**src/rtl/pll_reconfig_pkg.sv**
```systemverilog
// Shared definitions for the PLL reconfiguration writer: register map, the
// per-mode PLL settings table and the sequencer state encoding.
package pll_reconfig_pkg;

    localparam int TABLE_SIZE = 8;
    localparam int TABLE_AW   = 3;
    localparam int LAST_STEP  = 5;

    localparam logic [5:0] PLL_REG_MODE  = 6'd0;
    localparam logic [5:0] PLL_REG_START = 6'd2;
    localparam logic [5:0] PLL_REG_N     = 6'd3;
    localparam logic [5:0] PLL_REG_M     = 6'd4;
    localparam logic [5:0] PLL_REG_C     = 6'd5;
    localparam logic [5:0] PLL_REG_K     = 6'd7;

    // C0 bits [22:18] must be written as zero regardless of the table contents
    localparam logic [31:0] C0_RSVD_MASK = 32'h007C_0000;

    typedef struct packed {
        logic [31:0] n;
        logic [31:0] m;
        logic [31:0] c0;
        logic [31:0] k;
    } pll_mode_t;

    localparam pll_mode_t PLL_MODE_TABLE [TABLE_SIZE] = '{
        '{32'h0000_0101, 32'h0000_0808, 32'h0000_0404, 32'h0000_0001},
        '{32'h0000_0202, 32'h0000_0a0a, 32'h0002_0303, 32'h0000_0002},
        '{32'h0000_0101, 32'h0000_1010, 32'h0000_0505, 32'h8000_0000},
        '{32'h0000_0303, 32'h0000_1212, 32'h0000_0606, 32'h0000_0003},
        '{32'h0000_0101, 32'h0000_0c0c, 32'h0000_0202, 32'h0000_0004},
        '{32'h0000_0202, 32'h0000_1414, 32'h0044_0404, 32'h0000_0005},
        '{32'h0000_0505, 32'h0000_1e1e, 32'h0000_0707, 32'h0000_0006},
        '{32'h0000_0101, 32'h0000_0606, 32'h0000_0303, 32'h0000_0007}
    };

    typedef enum logic [2:0] {
        ST_IDLE,
        ST_LOAD,
        ST_WRITE,
        ST_SETTLE,
        ST_FINISH
    } state_t;

    function automatic logic [5:0] step_addr(input logic [2:0] step);
        case (step)
            3'd0:    step_addr = PLL_REG_MODE;
            3'd1:    step_addr = PLL_REG_N;
            3'd2:    step_addr = PLL_REG_M;
            3'd3:    step_addr = PLL_REG_C;
            3'd4:    step_addr = PLL_REG_K;
            default: step_addr = PLL_REG_START;
        endcase
    endfunction

endpackage

```
**src/rtl/pll_mode_rom.sv**
```systemverilog
// Combinational lookup of the PLL settings for one video mode; swap the
// table in the package to retarget a different timing set.
module pll_mode_rom
    import pll_reconfig_pkg::*;
#(
    parameter int MODE_W = 3
) (
    input  logic [MODE_W-1:0] mode_idx,
    output pll_mode_t         row
);

    always_comb begin
        row = '0;
        if (int'(mode_idx) < TABLE_SIZE)
            row = PLL_MODE_TABLE[mode_idx[TABLE_AW-1:0]];
    end

endmodule

```
**src/rtl/pll_reconfig_writer.sv**
```systemverilog
// Emits the six-word PLL reconfiguration write sequence for a requested video
// mode into the reconfig FIFO, then waits a settle interval and pulses done.
//
// state     | meaning
// ST_IDLE   | waiting for a mode request
// ST_LOAD   | table row fetched, first word staged
// ST_WRITE  | handing words to the FIFO, one per non-full cycle
// ST_SETTLE | counting the settle interval after the start write
// ST_FINISH | done pulse; chain into the pending request if any
module pll_reconfig_writer
    import pll_reconfig_pkg::*;
#(
    parameter int NUM_MODES     = 8,
    parameter int MODE_W        = 3,
    parameter int SETTLE_CYCLES = 65536,
    parameter int SETTLE_W      = 17
) (
    input  logic              clk,
    input  logic              reset,
    input  logic              mode_req,
    input  logic [MODE_W-1:0] mode_sel,
    output logic [5:0]        pll_addr,
    output logic [31:0]       pll_value,
    output logic              pll_write,
    input  logic              pll_busy,
    output logic              busy,
    output logic              done,
    output logic [MODE_W-1:0] cur_mode,
    output logic              req_err
);

    localparam logic [SETTLE_W-1:0] SETTLE_LAST = SETTLE_W'(SETTLE_CYCLES - 1);

    state_t              state;
    logic [MODE_W-1:0]   mode_q;
    logic [MODE_W-1:0]   pend_mode;
    logic                pend_valid;
    logic [2:0]          step;
    logic [SETTLE_W-1:0] settle_cnt;
    logic                wr_valid;
    logic                mode_ok;
    pll_mode_t           row;

    pll_mode_rom #(.MODE_W(MODE_W)) u_rom (
        .mode_idx (mode_q),
        .row      (row)
    );

    function automatic logic [31:0] step_value(input logic [2:0] s, input pll_mode_t r);
        case (s)
            3'd0:    step_value = 32'd0;
            3'd1:    step_value = r.n;
            3'd2:    step_value = r.m;
            3'd3:    step_value = r.c0 & ~C0_RSVD_MASK;
            3'd4:    step_value = r.k;
            default: step_value = 32'd1;
        endcase
    endfunction

    assign mode_ok   = int'(mode_sel) < NUM_MODES;
    assign pll_write = wr_valid & ~pll_busy;

    always_ff @(posedge clk or posedge reset) begin
        if (reset) begin
            state      <= ST_IDLE;
            mode_q     <= '0;
            pend_mode  <= '0;
            pend_valid <= 1'b0;
            step       <= '0;
            settle_cnt <= '0;
            wr_valid   <= 1'b0;
            pll_addr   <= '0;
            pll_value  <= '0;
            busy       <= 1'b0;
            done       <= 1'b0;
            cur_mode   <= '0;
            req_err    <= 1'b0;
        end else begin
            done    <= 1'b0;
            req_err <= mode_req & ~mode_ok;

            // Requests during a sequence never abort it; the latest valid one waits here
            if (mode_req && mode_ok && state != ST_IDLE && state != ST_FINISH) begin
                pend_valid <= 1'b1;
                pend_mode  <= mode_sel;
            end

            case (state)
                ST_IDLE: begin
                    if (mode_req && mode_ok) begin
                        mode_q <= mode_sel;
                        busy   <= 1'b1;
                        state  <= ST_LOAD;
                    end
                end
                ST_LOAD: begin
                    step      <= 3'd0;
                    pll_addr  <= step_addr(3'd0);
                    pll_value <= step_value(3'd0, row);
                    wr_valid  <= 1'b1;
                    state     <= ST_WRITE;
                end
                ST_WRITE: begin
                    if (!pll_busy) begin
                        if (step == 3'(LAST_STEP)) begin
                            wr_valid   <= 1'b0;
                            settle_cnt <= '0;
                            state      <= ST_SETTLE;
                        end else begin
                            step      <= step + 3'd1;
                            pll_addr  <= step_addr(step + 3'd1);
                            pll_value <= step_value(step + 3'd1, row);
                        end
                    end
                end
                ST_SETTLE: begin
                    if (settle_cnt == SETTLE_LAST) begin
                        done     <= 1'b1;
                        cur_mode <= mode_q;
                        state    <= ST_FINISH;
                    end else begin
                        settle_cnt <= settle_cnt + 1'b1;
                    end
                end
                ST_FINISH: begin
                    pend_valid <= 1'b0;
                    if (mode_req && mode_ok) begin
                        mode_q <= mode_sel;
                        state  <= ST_LOAD;
                    end else if (pend_valid) begin
                        mode_q <= pend_mode;
                        state  <= ST_LOAD;
                    end else begin
                        busy  <= 1'b0;
                        state <= ST_IDLE;
                    end
                end
                default: state <= ST_IDLE;
            endcase
        end
    end

endmodule

```
**config.mk**
```make
export PLATFORM = sky130hd
export DESIGN_NAME = pll_reconfig_writer
export DESIGN_NICKNAME = d
export VERILOG_FILES = /design/src/rtl/pll_reconfig_pkg.sv /design/src/rtl/pll_mode_rom.sv /design/src/rtl/pll_reconfig_writer.sv
export SDC_FILE = /design/constraint.sdc
export NUM_CORES = 1
export LEC_CHECK = 0
export CAP_MARGIN = 20
export CORE_UTILIZATION = 61
export DETAILED_ROUTE_END_ITERATION = 16
export DONT_BUFFER_PORTS = 1
export PLACE_DENSITY = 0.77
export REMOVE_ABC_BUFFERS = 1
export SYNTH_ARGS = -nofsm -noshare
export SYNTH_HDL_FRONTEND = slang
export SYNTH_HIERARCHICAL = 1
export SYNTH_SLANG_ARGS = --single-unit
```
**constraint.sdc**
```tcl
create_clock -name clk -period 3 [get_ports clk]
set_clock_uncertainty 0.05 [all_clocks]
set_input_delay 0.9 -clock clk [delete_from_list [all_inputs] [get_ports clk]]
set_output_delay 0.9 -clock clk [all_outputs]
set_load 0.05 [all_outputs]
```
=== Word level (Yosys, flattened, before mapping) ===
Memories as Yosys holds them, arrays and structs flattened.
Cells that the tools add are included.

* Register bits after elaboration: 74
* Bits of input ports: 7
* Logic and storage cells: 94
* ROM bits: 1024
* Memories: 1

* Muxes and demuxes: 39
* Bitwise logic cells: 3
* Equality and inequality tests: 20
* Order comparisons: 1
* Add/subtract/negate cells: 2
* Reduce and logical (&&, ||, !) cells: 16

{| class="wikitable"
|+ Memory list
! name !! depth !! bits a word !! rd ports !! clocked after memory_dff !! wr ports !! line !! text
|-
| (name not given) || 8 || 128 || 1 || 0 || 0 || pll_mode_rom.sv:15 || <nowiki>row = PLL_MODE_TABLE[mode_idx[TABLE_AW-1:0]];</nowiki>
|}

{| class="wikitable"
|+ Operator list
! cell !! count
|-
| $mux W128 || 2
|-
| $pmux W32 S5 || 1
|-
| $mux W32 || 2
|-
| $pmux W32 S2 || 1
|-
| $mux W17 || 3
|-
| $pmux W17 S2 || 1
|-
| $pmux W3 S5 || 2
|-
| $mux W3 || 9
|-
| $add A17 B1 Y17 const B || 1
|-
| $eq A17 B16 Y1 const B || 1
|-
| $ne A2 B2 Y1 const B || 8
|-
| $eq A3 B2 Y1 const B || 4
|-
| $mux W6 || 2
|-
| $pmux W3 S2 || 2
|-
| $pmux W6 S2 || 1
|-
| $reduce_and A4 Y1 || 3
|-
| $mux W1 || 11
|-
| $eq A3 B3 Y1 const B || 3
|-
| $reduce_and A3 Y1 || 3
|-
| $reduce_bool A2 Y1 || 4
|-
| $eq A3 B1 Y1 const B || 2
|-
| $logic_not A3 Y1 || 2
|-
| $ne A3 B3 Y1 const B || 2
|-
| $ge A4 B4 Y1 const B || 1
|-
| other kinds (8) || 10
|}

=== Depth between registers and ports, before layout ===
* Depth in word-level cells: 8
* Gate-level depth with buffers: 8
* Gate-level depth less buffers: 8

=== Cells and area by module ===
The synthesis kept the hierarchy.

{| class="wikitable"
|+ By module, submodules not included
! module !! cells each !! area an instance (µm²) !! times used !! seq. area each (µm²)
|-
| pll_reconfig_writer || 369 || 3767.4 || 1 || 1776.7
|-
| pll_mode_rom || 139 || 1027.2 || 1 || 0.0
|}

=== Worst setup path after synthesis ===
No wires, ideal clock.

* Kind: input to output
* From: input port pll_busy
* To: output port pll_write
* Path buffers: 0
* Arrival: 1.359 ns
* Stages: 1
* Path slack: 0.691 ns
* Path through: and2b_1

* Cells in the longest elaborated chain, start to end: 2

{| class="wikitable"
|+ RTL lines
! element !! line !! text
|-
| start: declaration || pll_reconfig_writer.sv:25 || <nowiki>input logic pll_busy,</nowiki>
|-
| $not A1 Y1 || pll_reconfig_writer.sv:61 || <nowiki>assign pll_write = wr_valid & ~pll_busy;</nowiki>
|-
| $and A1 B1 Y1 || pll_reconfig_writer.sv:61 ||
|-
| end: declaration || pll_reconfig_writer.sv:24 || <nowiki>output logic pll_write,</nowiki>
|}

No other way between the ends.

=== Worst setup path in the final report ===
* From: register settle_cnt[6]
* To: register settle_cnt[14]

* Cells in the longest elaborated chain, start to end: 3
* Elaborated cells between the ends (all ways): 6

{| class="wikitable"
|+ RTL lines
! element !! line !! text
|-
| start: declaration || pll_reconfig_writer.sv:39 || <nowiki>logic [SETTLE_W-1:0] settle_cnt;</nowiki>
|-
| start signal: assignment || pll_reconfig_writer.sv:122 || <nowiki>settle_cnt <= settle_cnt + 1'b1;</nowiki>
|-
| $add A17 B1 Y17 or $eq A17 B16 Y1 (tied branches) || pll_reconfig_writer.sv:122, pll_reconfig_writer.sv:117 ||
|-
| $mux W17 or $ne A2 B2 Y1 (tied branches) || n/a ||
|-
| $pmux W17 S2 or $reduce_and A4 Y1 (tied branches) || n/a ||
|}

Parallel ways exist; a longest one is shown, timed or not. The select of a mux whose other input is x is not followed.
A chain may end at the register's enable or synchronous reset.

==> flow_summary.toml <==
[status]
outcome = "complete, no violations"

[finish]
antenna_cells = 0
fin_nets = 499
syn_to_final_growth_pct = -4.520
fin_util = 0.6136
drive_gt1_frac = 0.07819
final-instance-count-excl-fill = 585
fill_cells = 632

[worst_setup_path]
endpoint_kind = "register"
worst-setup-path-type = "reg2reg"
cp-start-kind = "register"
cp.arrival_ns = 2.74
cp_max_fo = 9
reg2reg_slack_ns = 0.48
crit_required_ns = 3.23

[power]
combPwrFrac = 0.358
peakVddDrop_v = 0.0006695
p_leak_nw = 2.176
p_seq_frac = 0.483
power.density_mw_per_mm2 = 1024
switching_share = 0.4997
p_int_mw = 2.328
p_sw_mw = 2.326
pwr-share-clk = 0.159

[logic_synthesis]
synth.cell_area_mm2 = 0.004761
yosys_warnings = 6
syn_avg_cell_area_um2 = 9.465
syn_inst = 503

[clock_network]
cts_sinks = 71
clk_pin_slew_ns = 0.09
cts_buffer_depth = 2
cts_max_level = 3
worstSkewPairLatency_ns = 0.36
cts_resized = 0
numCtsBuffers = 9
clockRootBuffer = "clkbuf_8"
cts_tree = "yes"
hold_buffers = 0
postCtsSetupRepairBufs = 0

[die]
rows = 31
die_area_mm2 = 0.008162
io_pins = 52
dieHeight_um = 90.35
core-area_mm2 = 0.007408
start_util = 0.6426
die_w_um = 90.35

[global_route]
grt_pass1_wl_um = 14230
gr-usage-all-layers = 0.2150
grt-busiest-layer = "met2"
grt-ovfl-total = 0
grt_max_degree = 49
antenna_found_initial = 0
use_met2 = 0.3550
gr-usage-met1 = 0.2754
grt_use_met3 = 0.05303
first_global_vias = 3089

[placed_design]
post-place-cells = 569
port_buffers = 0
post-place-ws_ns = 0.5069
place_congestion = 0.8142
hpwl_um = 5757

[routing]
wire_per_inst_um = 14.43
drt_first_pass_iters = 5
via_per_inst = 5.494
antenna_left = 0
drtIter0Drc = 162
drc = 0
routed_wl_um = 8442
via_count = 3214

[timing]
relSlewSlack = 0.3285
finalSetupTns_ns = 0
setup_slack_ns = 0.4820
finalSetupViolCount = 0
drv_slew = 0
hold_violations = 0
period_share = 0.8393
fmax_ghz = 0.3971
rsz0062_at_grt = "no"
min_period_ns = 2.518
tightest_slew_ns = 1.007

[run]
max_cap_violations = 0

[min_path]
min_path_type = "in2async"
==> critical path, stage by stage, from the launching register on <==
cell	delay [ns]
dfrtp_1	0.44
and4_1	0.28
nand3_1	0.15
nor3_1	0.08
ha_1	0.22
nand2b_1	0.20
a2111o_1	0.51
or3_1	0.38
a21oi_1	0.15
==> placed cells by master, fill, tap and decap left out, drive strengths merged, types with 11 or more instances in the layout <==
| cell type | instances |
|---|---|
| inv | 13 |
| a22o | 28 |
| conb | 102 |
| nand2 | 42 |
| a21oi | 17 |
| o21ai | 18 |
| ha | 11 |
| dfrtp | 71 |
| a22oi | 53 |
| clkbuf | 11 |
==> final timing paths <==
check                                            from                         end  cells past startpoint
max in group asynchronous                       reset   pll_value[10]$_DFFE_PP0P_                      2
max                         settle_cnt[6]$_DFFE_PP0P_  settle_cnt[14]$_DFFE_PP0P_                      8
min in group clk           settle_cnt[16]$_DFFE_PP0P_  settle_cnt[16]$_DFFE_PP0P_                      2
min reg2reg                settle_cnt[16]$_DFFE_PP0P_  settle_cnt[16]$_DFFE_PP0P_                      2
max reg2reg                 settle_cnt[6]$_DFFE_PP0P_  settle_cnt[14]$_DFFE_PP0P_                      8
min                                             reset    pll_value[7]$_DFFE_PP0P_                      1
==> through the flow <==
stage          hold WS [ns]  cell area, um2  total power, mW
6_report             0.3978            4546            4.654
5_1_grt              0.4232            4546            4.962
4_1_cts              0.4164            4546            4.633
3_5_place_dp         0.4234            4353            3.889
3_3_place_gp         0.4144            4353            3.827
2_1_floorplan        0.3998            4156            3.460
==> metal layers <==
metal	up-vias	part of all wire
met3	10	0.048
met2	77	0.48
met1	1556	0.46
li1	1571	-
met5	-	0
met4	0	0.016
==> power groups by stage <==
stage	Combinational, mW	Sequential [mW]	Clock, mW
6_report	1.66	2.25	0.742
5_1_grt	1.87	2.30	0.791
4_1_cts	1.63	2.25	0.757
3_5_place_dp	1.63	2.26	0
3_3_place_gp	1.57	2.25	0
2_1_floorplan	1.29	2.17	0
==> flip-flops by register name, summed over array words and instances, names as in the netlist <==
| signal | count |
|---|---|
| pend_mode | 3 |
| done | 1 |
| step | 3 |
| mode_q | 3 |
| wr_valid | 1 |
| pend_valid | 1 |
| settle_cnt | 17 |
| busy | 1 |
| pll_addr | 3 |
| pll_value | 32 |
| cur_mode | 3 |
| state | 3 |
==> cell type report <==
cell class | count | area, um2 | share of cell area
Multi-Input combinational cell | 379 | 2335 | 0.5136
Sequential cell | 71 | 1777 | 0.3909
Clock buffer | 11 | 151.4 | 0.03331
Tap cell | 99 | 123.9 | 0.02725
Timing Repair Buffer | 8 | 72.57 | 0.01596
Inverter | 12 | 45.04 | 0.009909
Clock inverter | 5 | 41.29 | 0.009083
Power figures use the tool's default switching activity.
